===== src/rtl/fifo_drain_packer_pkg.sv =====
// Shared types and helpers for the FIFO drain packer.
// Holds the packer state enum and the lane placement rule.
package fifo_drain_packer_pkg;

    localparam int DEF_IN_WIDTH = 8;
    localparam int DEF_RATIO    = 4;
    localparam int OUT_WIDTH    = DEF_IN_WIDTH * DEF_RATIO;

    typedef enum logic {
        FILL  = 1'b0,
        FLUSH = 1'b1
    } state_t;

    // Bit offset of lane `cnt` inside the packed word.
    function automatic int lane_offset(
        input int cnt,
        input int in_width,
        input int ratio,
        input bit lsb_first
    );
        if (lsb_first) begin
            return cnt * in_width;
        end
        return (ratio - 1 - cnt) * in_width;
    endfunction

endpackage


===== src/rtl/fifo_drain_packer_out_slice.sv =====
// Registered valid/ready output slot of the packer.
// Loads a new word, holds it under backpressure, drops it on accept.
module fifo_drain_packer_out_slice
    import fifo_drain_packer_pkg::*;
#(
    parameter int W     = OUT_WIDTH,
    parameter int CNT_W = 3
) (
    input  logic             clk,
    input  logic             rst,
    input  logic             load,
    input  logic [W-1:0]     load_data,
    input  logic [CNT_W-1:0] load_count,
    input  logic             out_ready,
    output logic             out_valid,
    output logic [W-1:0]     out_data,
    output logic [CNT_W-1:0] out_count
);

    // Slot register: a load wins over an accept, data holds otherwise.
    always_ff @(posedge clk or posedge rst) begin
        if (rst) begin
            out_valid <= 1'b0;
            out_data  <= '0;
            out_count <= '0;
        end else if (load) begin
            out_valid <= 1'b1;
            out_data  <= load_data;
            out_count <= load_count;
        end else if (out_ready) begin
            out_valid <= 1'b0;
        end
    end

endmodule


===== src/rtl/fifo_drain_packer.sv =====
// Drains narrow words from a FIFO and packs RATIO of them per output.
// Flush emits a partial word, waiting in FLUSH if the slot is busy.
module fifo_drain_packer
    import fifo_drain_packer_pkg::*;
#(
    parameter int IN_WIDTH  = DEF_IN_WIDTH,
    parameter int RATIO     = DEF_RATIO,
    parameter bit LSB_FIRST = 1'b1
) (
    input  logic                         clk,
    input  logic                         rst,
    input  logic                         fifo_empty,
    input  logic [IN_WIDTH-1:0]          fifo_data,
    output logic                         fifo_pop_req_n,
    input  logic                         flush,
    output logic                         out_valid,
    input  logic                         out_ready,
    output logic [IN_WIDTH*RATIO-1:0]    out_data,
    output logic [$clog2(RATIO+1)-1:0]   out_count
);

    localparam int OW = IN_WIDTH * RATIO;
    localparam int CW = $clog2(RATIO);
    localparam int NW = $clog2(RATIO + 1);
    localparam logic [CW-1:0] LAST = CW'(RATIO - 1);
    localparam logic [NW-1:0] FULL = NW'(RATIO);

    state_t        state, state_n;
    logic [CW-1:0] cnt, cnt_n, cnt_inc;
    logic [OW-1:0] acc, acc_n, merged, load_data;
    logic [NW-1:0] load_count, fill_count;
    logic          free, last, pop, load;

    // Pop decision: never while in reset, empty, flushing or blocked.
    always_comb begin
        free    = !out_valid || out_ready;
        last    = (cnt == LAST);
        pop     = !rst && (state == FILL) && !fifo_empty && (!last || free);
        cnt_inc = cnt + CW'(1);
    end

    assign fifo_pop_req_n = ~pop;

    // Accumulator with the word popped this cycle dropped into lane cnt.
    always_comb begin
        merged = acc;
        for (int i = 0; i < RATIO; i++) begin
            if (pop && cnt == CW'(i)) begin
                merged[lane_offset(i, IN_WIDTH, RATIO, LSB_FIRST) +: IN_WIDTH] = fifo_data;
            end
        end
        fill_count = pop ? NW'(cnt_inc) : NW'(cnt);
    end

    // Next state, counter, accumulator and output load request.
    always_comb begin
        state_n    = state;
        cnt_n      = cnt;
        acc_n      = acc;
        load       = 1'b0;
        load_data  = merged;
        load_count = '0;
        unique case (state)
            FILL: begin
                if (pop && last) begin
                    load       = 1'b1;
                    load_count = FULL;
                    cnt_n      = '0;
                    acc_n      = '0;
                end else if (flush && (cnt != '0 || pop)) begin
                    if (free) begin
                        load       = 1'b1;
                        load_count = fill_count;
                        cnt_n      = '0;
                        acc_n      = '0;
                    end else begin
                        state_n = FLUSH;
                        acc_n   = merged;
                        cnt_n   = pop ? cnt_inc : cnt;
                    end
                end else if (pop) begin
                    acc_n = merged;
                    cnt_n = cnt_inc;
                end
            end
            FLUSH: begin
                if (free) begin
                    load       = 1'b1;
                    load_data  = acc;
                    load_count = NW'(cnt);
                    cnt_n      = '0;
                    acc_n      = '0;
                    state_n    = FILL;
                end
            end
            default: state_n = FILL;
        endcase
    end

    // Packer state registers.
    always_ff @(posedge clk or posedge rst) begin
        if (rst) begin
            state <= FILL;
            cnt   <= '0;
            acc   <= '0;
        end else begin
            state <= state_n;
            cnt   <= cnt_n;
            acc   <= acc_n;
        end
    end

    fifo_drain_packer_out_slice #(
        .W     (OW),
        .CNT_W (NW)
    ) u_out_slice (
        .clk        (clk),
        .rst        (rst),
        .load       (load),
        .load_data  (load_data),
        .load_count (load_count),
        .out_ready  (out_ready),
        .out_valid  (out_valid),
        .out_data   (out_data),
        .out_count  (out_count)
    );

endmodule


===== config.mk =====
export PLATFORM = sky130hd
export DESIGN_NAME = fifo_drain_packer
export DESIGN_NICKNAME = d
export VERILOG_FILES = /design/src/rtl/fifo_drain_packer_pkg.sv /design/src/rtl/fifo_drain_packer_out_slice.sv /design/src/rtl/fifo_drain_packer.sv
export SDC_FILE = /design/constraint.sdc
export NUM_CORES = 1
export LEC_CHECK = 0
export ABC_AREA = 0
export CAP_MARGIN = 20
export CORE_MARGIN = 4
export CORE_UTILIZATION = 54
export DETAILED_ROUTE_END_ITERATION = 10
export GPL_ROUTABILITY_DRIVEN = 0
export MAX_ROUTING_LAYER = met4
export PLACE_DENSITY_LB_ADDON = 0.3
export SYNTH_ARGS = -nofsm -noshare
export SYNTH_HDL_FRONTEND = slang
export SYNTH_HIERARCHICAL = 1
export SYNTH_SLANG_ARGS = --single-unit
export TNS_END_PERCENT = 100

===== constraint.sdc =====
create_clock -name clk -period 2.5 [get_ports clk]
set_input_delay 0.625 -clock clk [delete_from_list [all_inputs] [get_ports clk]]
set_output_delay 0.625 -clock clk [all_outputs]
set_load 0.02 [all_outputs]

* Word-level counts from Yosys, hierarchy flattened
Index checks and enable logic that the tools add are counted.
** Storage, ports and cells
- Register bits :: 71
- Input bits :: 13
- Output and inout port bits :: 37
- Logic and storage cells :: 95
** Cells by class
- $add $sub $neg :: 5
- Eq/ne operators :: 5
- Shifts and indexed selects :: 8
- Muxes and demuxes :: 50
- Bitwise operators :: 2
- Reductions and logical operators :: 19
** Operator list (number)
- two-way mux 32 bit :: 15
- negation 32 -> 33 bit :: 4
- variable shift 8 x 33 -> 32 bit (first input constant) :: 4
- indexed part select 8 x 33 -> 32 bit :: 4
- bitwise mux 32 bit :: 4
- one-hot mux 32 bit (2 select lines) :: 1
- two-way mux 5 bit :: 4
- two-way mux 2 bit :: 9
- two-way mux 1 bit :: 12
- logical AND 1 bit :: 8
- one-hot mux 3 bit (2 select lines) :: 1
- == test 2 bit (second input constant) :: 2
- zero test 1 bit :: 4
- != test 4 x 2 -> 1 bit (second input constant) :: 1
- one-hot mux 1 bit (2 select lines) :: 2
- one-hot mux 2 bit (2 select lines) :: 1
- nonzero test 2 bit :: 2
- logical OR 1 bit :: 3
- two-way mux 3 bit :: 1
- adder 2 x 1 -> 2 bit (second input constant) :: 1
- == test 2 x 1 -> 1 bit (second input constant) :: 1
- zero test 2 bit :: 1
- != test 2 x 1 -> 1 bit (second input constant) :: 1
- inverter 1 bit :: 2
- AND reduction 2 bit :: 1

* Logic depth before layout (Yosys ltp)
- Word-level depth :: 22
- Depth in mapped cells :: 8
- Mapped depth without buffers :: 7

* Modules after synthesis
Netlist, hierarchy kept.
** By module, submodules not included
- fifo_drain_packer :: times used 1, cells an instance 155, area an instance 1899.3 um^2, sequential area each 875.8 um^2
- fifo_drain_packer_out_slice :: times used 1, cells an instance 78, area an instance 1490.2 um^2, sequential area each 900.9 um^2

* Worst setup path after synthesis
No wires, ideal clock.
- Path kind :: input -> register
- Start :: input rst
- End :: register u_out_slice.out_data[24]
- Setup time :: 0.125 ns
- Arrival time :: 2.038 ns
- Data required time :: 2.375 ns
- Setup slack :: 0.337 ns
- Cell stages on the path :: 5
- Buffers on the path :: 1
- Path through :: or3_4 or3b_1 buf_6 mux2_4 mux2_4
** Between the ends
- Cells in the longest elaborated chain, start to end :: 14
- Elaborated cells on any way between the ends :: 22
- Those cells by class :: mux: 12; reduce/logical: 10
** RTL lines
- start: declaration :: line fifo_drain_packer.sv:11 : input logic rst,
- zero test 1 bit (no line) *
- logical AND 1 bit * (3 in series) :: line fifo_drain_packer.sv:38 : pop = !rst && (state == FILL) && !fifo_empty && (!last || free);
- logical AND 1 bit :: line fifo_drain_packer.sv:48 : if (pop && cnt == CW'(i)) begin
- two-way mux 32 bit :: line fifo_drain_packer.sv:48
- bitwise mux 32 bit :: line fifo_drain_packer.sv:49 : merged[lane_offset(i, IN_WIDTH, RATIO, LSB_FIRST) +: IN_WIDTH] = fifo_data;
- two-way mux 32 bit :: line fifo_drain_packer.sv:48
- bitwise mux 32 bit :: line fifo_drain_packer.sv:49
- two-way mux 32 bit :: line fifo_drain_packer.sv:48
- bitwise mux 32 bit :: line fifo_drain_packer.sv:49
- two-way mux 32 bit * :: line fifo_drain_packer.sv:48
- two-way mux 32 bit :: line fifo_drain_packer.sv:87 : if (free) begin
- two-way mux 32 bit * :: line fifo_drain_packer.sv:63 : unique case (state)
- named net load_data[24] :: line fifo_drain_packer.sv:30 : logic [OW-1:0] acc, acc_n, merged, load_data;
- end signal: assignment :: line fifo_drain_packer_out_slice.sv:28 : out_data <= load_data;
- end: declaration :: line fifo_drain_packer_out_slice.sv:16 : output logic [W-1:0] out_data,
The timed path passes the listed nets; every way through them passes the cells marked *.
A chain may end at the register's enable or synchronous reset.

* Worst setup path after layout
- Start :: input rst
- End :: output fifo_pop_req_n
** Between the ends
- Cells in the longest elaborated chain, start to end :: 5
** RTL lines
- zero test 1 bit (no line)
- logical AND 1 bit (3 in series) :: line fifo_drain_packer.sv:38
- inverter 1 bit :: line fifo_drain_packer.sv:42 : assign fifo_pop_req_n = ~pop;
- end: declaration :: line fifo_drain_packer.sv:14 : output logic fifo_pop_req_n,
Every way passes these cells.

==> reports/metrics.csv <==
metric;value;unit
status;completed;
crit_arrival;1.79;ns
netlist_instances;233;
post-cts-setup-buffers;0;
endpoint_kind;output port;
first_iter_violations;147;
synth_area_leader_cell;dfrtp_1;
yosys_warnings;6;
start_kind;primary input;
multiInputGateArea;1480;sq um
cts-root-buf;clkbuf_8;
drive_gt1_share;35.6;%
synthTopCellsByArea;dfrtp_1 (52%), mux2_4 (16%), mux2_2 (10%), a22o_1 (7.2%), and2_1 (2.0%);
path_class;primary input to output port;
synth-xor-area-share;0;%
layout_setup_ws;0.0895;ns
hp-class;flop to flop;
grt_pass1_vias;2323;
nets;321;
syn_nets;250;
vdd_drop_max;564;uV
grt_antenna_before_repair;0;
final_hold_viol_count;0;
finalInstanceArea;4290;sq um
dp_slack;-0.294;ns
cp_top_family;buffers and inverters;
synth_fa_ha_area_share;1.48;%
ant_nets;0;
synthMuxAreaShare;26.7;%
report.final.slew_viol_count;0;
placed_area;4050;sq um
ff_latch_area;1780;sq um
vias;2172;
use_met3;4.45;%
syn_area;3390;sq um
grt_max_degree;24;
tritoncts;built;
holdBufCountCts;0;
synth-compound-area-share;10.4;%
n_antenna_cell;0;
drcViolationCount;0;
clock_skew;0.00795;ns
grt_first_pass_wirelength;11.8;mm
finalCritPeriodShare;96.4;%
async_reset_ff_share;100;%
synth_edf_count;0;
areaGrowthSynthToFinish;26.6;%
synth_seq_area_share;52.4;%
grt_remaining_overflow;0;
grt.busiest_layer;met2;
io_buffers;49;
drv_cap;0;
synth_cell_types;30;
die_area;7610;sq um
synthSimpleGateAreaFrac;5.02;%
die_x;87.2;microns
num_rows;28;
ioPinCount;50;
synth_most_common_cell;dfrtp_1;
max_clock_freq;0.415;GHz
crit_slowest_cell;clkdlybuf4s50_1;
use_met1;29.2;%
critPathMaxStageDelay;0.42;ns
tightest_slew;0.698;ns
grt_use_total;21.2;%
yosys.area.top_type_share;52.4;%
period_needed;2.41;ns
crit_buf_inv;3;
avgSynthCellArea;14.5;sq um
die_y;87.2;microns
slew_headroom;53.4;%
wl_per_cell;18.1;microns
setup_viol;0;
worstPathRequired;1.88;ns
core_area;5990;sq um
synth_common_cells;dfrtp_1 (71), mux2_4 (37), mux2_2 (30), a22o_1 (28), and2_1 (11);
vias_per_cell;5.66;
dr.pass1.iters;4;
leakage;0.00210;uW
gr-usage-met2;31.3;%
insertion_delay;0.34;ns
clock-sinks;71;
clk_transition_reported_paths;0.07;ns
powerDensity;1050;nW/um^2
synth_ff_type;dfrtp_1;
fill_cells;434;
cts_htree_levels;3;
clock_path_buffers;2;
dp.final_hpwl;4.87;mm
wl;6.95;mm
path_cells;clkdlybuf4s50_1, or3_4, a21oi_2, inv_1, buf_2;
ys_ff_latch;71;
rsz0062_at_grt;false;
cp_max_fo;3;
synth_top_family_by_area;multiplexers;
initial_core_util;56.6;%
numCtsBuffers;9;
[worst reg2reg max path: cells and delay by family, from the launching register on]
kind            cells  cell delay (ns)
simple gates        2             0.66
flops               1             0.47
buf+inv             1             0.14
mux                 2             0.66
compound gates      1             0.13
[state kept, by name, indices dropped and copies added (netlist names)]
signal and cells:
acc 32, u_out_slice/out_data 32, u_out_slice/out_count 3, cnt 2, state 1, u_out_slice/out_valid 1
[power by group]
| part | switching (uW) | internal [uW] | total [uW] |
|---|---|---|---|
| sequential | 178 | 1430 | 1610 |
| combinational | 819 | 978 | 1800 |
| clock | 438 | 666 | 1100 |
[layer usage]
| metal | vias to the layer above | share of wire (%) |
|---|---|---|
| li1 | 993 | - |
| met1 | 1108 | 47 |
| met2 | 59 | 47 |
| met3 | 12 | 3.9 |
| met4 | 0 | 1.8 |
| met5 | - | 0 |
[cell families (layout without fill, tap and decap cells)]
logic type	Yosys count	in the layout
flops	71	71
mux	68	68
compound gates	42	42
simple gates	30	30
buf+inv	18	94
fa+ha+maj	4	4
[cell type report]
cell class / instances / area share, %
clock buffer: 9 / 2.89
clock inverter: 7 / 2.80
inverter: 8 / 0.700
multi-input combinational: 144 / 34.4
sequential: 71 / 41.4
tap: 75 / 2.19
timing repair buffer: 70 / 15.6
[metrics by stage]
stage	TNS, ns	utilization, %	cells	total power [uW]	hold WS (ns)
2_1_floorplan	0	-	233	2830	0.454
3_3_place_gp	-6.57	67.6	368	3390	0.468
3_5_place_dp	-9.20	67.6	368	3420	0.472
4_1_cts	0	71.6	384	4550	0.493
5_1_grt	0	71.6	384	4770	0.510
6_report	0	71.6	384	4510	0.487
[final timing paths]
check / start / endpoint / slack (ns) / cells after the start
worst min register to register: acc[30]$_DFFE_PP0P_ / acc[30]$_DFFE_PP0P_ / 0.49 / 1
min in group asynchronous: rst / u_out_slice/out_data[24]$_DFFE_PP0P_ / 0.76 / 4
worst min-delay path: acc[30]$_DFFE_PP0P_ / acc[30]$_DFFE_PP0P_ / 0.49 / 1
worst max register to register: state$_DFF_PP0_ / u_out_slice/out_data[20]$_DFFE_PP0P_ / 0.34 / 6
worst max-delay path: rst / fifo_pop_req_n / 0.09 / 5
max in group asynchronous: rst / u_out_slice/out_data[10]$_DFFE_PP0P_ / 1.43 / 4
[repair_timing]
action	in CTS	in global routing
setup endpoints to repair	1	0
hold endpoints to repair	0	0
gates resized for setup	4	0
[placed cells by master, fill, tap and decap left out, types with 2 or more instances in the layout]
master	Yosys	layout
a211oi_1	2	2
a21o_1	2	2
a21oi_1	4	4
a22o_1	28	28
and2_1	11	11
buf_12	3	2
buf_4	0	19
bufinv_16	0	3
clkbuf_8	0	9
clkdlybuf4s50_1	0	48
dfrtp_1	71	71
ha_1	4	4
inv_1	8	7
mux2_2	30	30
mux2_4	37	37
nand2_1	6	6
nor2_1	4	4
nor2b_1	3	3
Note: power is estimated with default switching activity, not from simulation.
